--- src/rtl/branch_history_table.sv ---
// rtl/branch_history_table.sv - 2-bit saturating-counter branch history table with sweep clear
module branch_history_table #(
    parameter int BHT_IDX_W = 6
) (
    input  logic        clk,
    input  logic        rst,
    input  logic        rdy,
    input  logic [31:0] q_pc,
    output logic        q_taken,
    input  logic        upd_valid,
    input  logic [31:0] upd_pc,
    input  logic        upd_taken,
    input  logic        upd_pred_taken,
    input  logic        clear_req,
    output logic        busy,
    output logic        mis_valid,
    output logic [31:0] br_count,
    output logic [31:0] mis_count
);
    localparam int ENTRIES = 1 << BHT_IDX_W;

    typedef enum logic {IDLE, SWEEP} state_t;

    state_t               state;
    logic [1:0]           tbl [ENTRIES];
    logic [BHT_IDX_W-1:0] sweep_idx;
    logic [BHT_IDX_W-1:0] q_idx;
    logic [BHT_IDX_W-1:0] upd_idx;
    logic [BHT_IDX_W-1:0] pend_idx;
    logic                 pend_valid;
    logic                 pend_taken;
    logic [1:0]           pend_old;
    logic [1:0]           pend_new;
    logic                 accept;
    logic                 mispredict;
    logic                 unused_pc_bits;

    assign q_idx          = q_pc[BHT_IDX_W+1:2];
    assign upd_idx        = upd_pc[BHT_IDX_W+1:2];
    assign unused_pc_bits = ^{q_pc[31:BHT_IDX_W+2], q_pc[1:0], upd_pc[31:BHT_IDX_W+2], upd_pc[1:0]};

    assign accept     = upd_valid && !busy;
    assign mispredict = upd_taken != upd_pred_taken;

    always_comb begin
        pend_old = tbl[pend_idx];
        pend_new = pend_old;
        if (pend_taken) begin
            if (pend_old != 2'd3) pend_new = pend_old + 2'd1;
        end else begin
            if (pend_old != 2'd0) pend_new = pend_old - 2'd1;
        end
    end

    // A query that hits the not-yet-written pending entry sees its post-update value.
    always_comb begin
        q_taken = 1'b0;
        if (!busy) begin
            if (pend_valid && (q_idx == pend_idx)) q_taken = pend_new[1];
            else                                   q_taken = tbl[q_idx][1];
        end
    end

    always_ff @(posedge clk) begin
        if (rst) begin
            for (int i = 0; i < ENTRIES; i++) tbl[i] <= 2'd1;
            state      <= IDLE;
            busy       <= 1'b0;
            sweep_idx  <= '0;
            pend_valid <= 1'b0;
            pend_idx   <= '0;
            pend_taken <= 1'b0;
            mis_valid  <= 1'b0;
            br_count   <= '0;
            mis_count  <= '0;
        end else if (rdy) begin
            if (pend_valid) tbl[pend_idx] <= pend_new;

            pend_valid <= accept;
            if (accept) begin
                pend_idx   <= upd_idx;
                pend_taken <= upd_taken;
            end
            mis_valid <= accept && mispredict;

            if (accept && (br_count != 32'hFFFF_FFFF)) br_count <= br_count + 32'd1;
            if (accept && mispredict && (mis_count != 32'hFFFF_FFFF)) mis_count <= mis_count + 32'd1;

            // The sweep write comes after the pending write so it wins on a shared index.
            case (state)
                IDLE: begin
                    if (clear_req) begin
                        state     <= SWEEP;
                        busy      <= 1'b1;
                        sweep_idx <= '0;
                    end
                end
                SWEEP: begin
                    tbl[sweep_idx] <= 2'd1;
                    if (&sweep_idx) begin
                        state     <= IDLE;
                        busy      <= 1'b0;
                        sweep_idx <= '0;
                    end else begin
                        sweep_idx <= sweep_idx + 1'b1;
                    end
                end
                default: state <= IDLE;
            endcase
        end else begin
            mis_valid <= 1'b0;
        end
    end
endmodule

--- config.mk ---
export PLATFORM = sky130hd
export DESIGN_NAME = branch_history_table
export DESIGN_NICKNAME = d
export VERILOG_FILES = /design/src/rtl/branch_history_table.sv
export SDC_FILE = /design/constraint.sdc
export NUM_CORES = 1
export LEC_CHECK = 0
export BUFFER_PORTS_ARGS = -buffer_cell sky130_fd_sc_hd__buf_2
export CAP_MARGIN = 5
export CORE_MARGIN = 2
export CORE_UTILIZATION = 45
export DETAILED_ROUTE_END_ITERATION = 6
export GPL_TIMING_DRIVEN = 0
export MAX_ROUTING_LAYER = met4
export PLACE_DENSITY = 0.63
export SETUP_SLACK_MARGIN = 0.5
export SYNTH_ARGS = -nofsm -noshare
export SYNTH_HDL_FRONTEND = slang
export SYNTH_SLANG_ARGS = --single-unit
--- constraint.sdc ---
create_clock -name clk -period 3.9 [get_ports clk]
set_clock_uncertainty 0.2 [all_clocks]
set_input_delay 0 -clock clk [delete_from_list [all_inputs] [get_ports clk]]
set_output_delay 0 -clock clk [all_outputs]
set_load 0.1 [all_outputs]
==> metrics <==
peak supply drop 0.000399 V; Final Hold Viols 0; post-synthesis xor/xnor area fraction 2.06%; Final Cycle Share between 80% and 90%; Compound-Gate Fraction of Synth Area between 20% and 30%; Final Max Tran Viols 0; RSZ-0062 raised after global routing yes; Fin Setup TNS 0 ns; WP data required 3.70 ns; Via density 6.67; Synth-to-Final Area Change 17.5%; Root Driver clkbuf_16; die width 164 µm; final core occ 53.8%; Final Non-Filler Cells 1778; ratio of cells with drive above 1 in the final layout between 15 and 20%; failing checks design-rule violations; insertion delay to the later sink of the worst-skew pair 0.55 ns; CTS clk-pin slew, worst paths 0.06 ns; remaining design rule violation count 7; Core ar. 25100 µm²; final wirelength 41700 µm; post-synthesis sequential area ratio 37.5%; status finished, violations left; dominant synthesized flop cell dfxtp_1; slew of the pin with the lowest slew margin 1.04 ns; r2r setup slk between 0.5 and 0.6 ns; max_slew headroom between 30 and 40%; vias in the first global route around 11000; CTS Buf Count 26; CTS tree done; Initial Util 45.8%; Total Power 5.42 mW; Antenna Diode Count 0; Final Wtd Congestion 0.988; Leakage 4.35 nW; Post-DRT Antenna Nets 0; PD cells 402 nW/µm²; CP Max Fanout 10; Syn Std Cell Area about 11000 µm²; Ys Warns 0; Starting DRT DRC Count 1584; WP data arrival 3.20 ns; FF-to-FF path depth 8; synth unique cells 59; Pre-antenna DRT Iters 7; area share of and/or/nand/nor cells after synthesis 21.6%; total number of vias 11900; Gate Count Post-Synth about 1300; Max Fclk 0.294 GHz; commonest non-fill, non-tap cell in the layout dfxtp_1; I/O pins 138; dpl hpwl roughly 28000 µm; startpoint types flop; Global Route Usage Sum 31.5%; die area about 27000 µm²; Port Buffers 82; number of enable flip-flop cells after synthesis 0; final setup fails 0; Placed Cells incl. Taps 1719; Syn Area/Cell just under 9 µm²; post-synthesis mux area share about a tenth; maximum clock insertion buffer count 3; Net Count, Synth roughly 1400; adder-cell share of the synthesized area less than 1%; Die H 164 µm; H-tree depth 1; most frequent cells in the layout dfxtp_1 (214), nor2_1 (115), nand2_1 (108); initial antenna violation count 0; Site Rows just under 60; Avg WL per Cell approximately 23 µm; CP Capture Type primary output; Clock Sinks about 220; Setup CP Type reg2out; FF-to-FF End tbl[11][0]$_SDFFE_PP1P_; register bit total from synthesis 215; final-stage net count roughly 1500; Tmin final ~3.4 ns; MaxCap Viol Count 0; Post-synth ARST share 0%; worst hold path class in2reg; grt total ovfl 0; first-pass GRT wire length 63700 µm; largest net degree at the start of global routing 14; Worst Setup EP q_taken; main combinational cell family by area after synthesis compound AO/OA/AOI/OAI gates
## report_power, final
group / total [mW] / switching, mW / internal, mW / leakage [nW]
logic: 0.358 / 0.261 / 0.0974 / 2.13
registers: 2.22 / 0.0139 / 2.21 / 1.74
clock network: 2.84 / 1.03 / 1.81 / 0.479
## area by class of cell
type	count	area [µm²]
tap	330	413
fill	2400	11600
clock inverter	14	290
multi-input combinational	962	6660
timing repair buffer	94	537
sequential	215	4310
clock buffer	33	707
inverter	13	48.8
buffer	117	542
## cells in the mapped netlist (10+ instances only)
| cell type | n | area [µm²] |
|---|---|---|
| a2111oi_0 | 52 | 455 |
| a21oi_1 | 70 | 350 |
| a22oi_1 | 10 | 75.1 |
| a311oi_1 | 13 | 114 |
| a31oi_1 | 68 | 425 |
| a41oi_1 | 50 | 438 |
| and3_1 | 11 | 68.8 |
| buf_1 | 16 | 60.1 |
| buf_2 | 27 | 135 |
| clkbuf_1 | 70 | 263 |
| dfxtp_1 | 215 | 4300 |
| inv_1 | 13 | 48.8 |
| mux4_2 | 50 | 1130 |
| nand2_1 | 108 | 405 |
| nand3_1 | 29 | 145 |
| nand4_1 | 18 | 113 |
| nor2_1 | 116 | 435 |
| nor2b_1 | 60 | 375 |
| nor3_1 | 21 | 105 |
| nor4_1 | 16 | 100 |
| o211ai_1 | 11 | 82.6 |
| o21ai_0 | 78 | 390 |
| o31ai_1 | 28 | 210 |
| or3_1 | 21 | 131 |
| or4_1 | 28 | 210 |
| xnor2_1 | 10 | 87.6 |
| xor2_1 | 17 | 149 |
## through the flow
stage          hold WS, ns  cell area, µm²  setup WS, ns
5_1_grt              0.104           13500         0.408
3_3_place_gp        0.0796           12300         0.318
3_5_place_dp        0.0818           12300         0.312
2_1_floorplan      -0.0640           11500         0.558
6_report            0.0707           13500         0.500
4_1_cts             0.0624           13500         0.528
## layer usage
layer | vias up | wire length, µm | global-route usage, %
met4 | 0 | 2010 | 13.2
met1 | 5731 | 17000 | 41.5
met2 | 683 | 18500 | 47.8
met3 | 141 | 4160 | 5.51
li1 | 5311 | - | -
met5 | - | 0 | -
## worst max-delay path: stages, from the launching register on
cell and delay [ns]:
dfxtp_4 0.42, buf_8 0.22, mux4_2 0.55, a22oi_2 0.25
nand3_1 0.16, o211a_1 0.28, o21ai_1 0.16, buf_4 0.24
a311oi_2 0.13, buf_6 0.22
## worst min path at each step
| stage | start | endpoint | slack (ns) | depth (start not counted) |
|---|---|---|---|---|
| 2_1_floorplan | upd_taken | pend_taken$_SDFFE_PP0P_ | -0.06 | 2 |
| 3_3_place_gp | upd_taken | pend_taken$_SDFFE_PP0P_ | 0.08 | 3 |
| 3_5_place_dp | upd_pc[3] | flop | 0.08 | 3 |
| 4_1_cts | upd_pc[2] | flop | 0.06 | 4 |
| 5_1_grt | upd_pc[6] | flop | 0.10 | 4 |
| 6_report | upd_pc[2] | flop | 0.07 | 4 |
## flip-flops by register name, summed over array words and instances, names as in the netlist, 6 cells and up, named ones only
signal / flops
tbl: 128
br_count: 32
mis_count: 32
pend_idx: 6
sweep_idx: 6
## cell families after synthesis
| kind of cell | count (synthesis) |
|---|---|
| AND/OR/NAND/NOR | 476 |
| buffers and inverters | 130 |
| multiplexers | 58 |
| XOR/XNOR | 27 |
| adder cells (fa/ha/maj) | 3 |
| AO/OA/AOI/OAI | 398 |
| flip-flops | 215 |
## timing repair
action | in CTS | in global routing
hold buffers | 12 | 0
endpoints found under the setup margin | 121 | 18
hold endpoints to repair | 28 | 0
resized for setup | 20 | 7
buffers inserted | 0 | 0
Note: power is estimated with default switching activity, not from simulation.
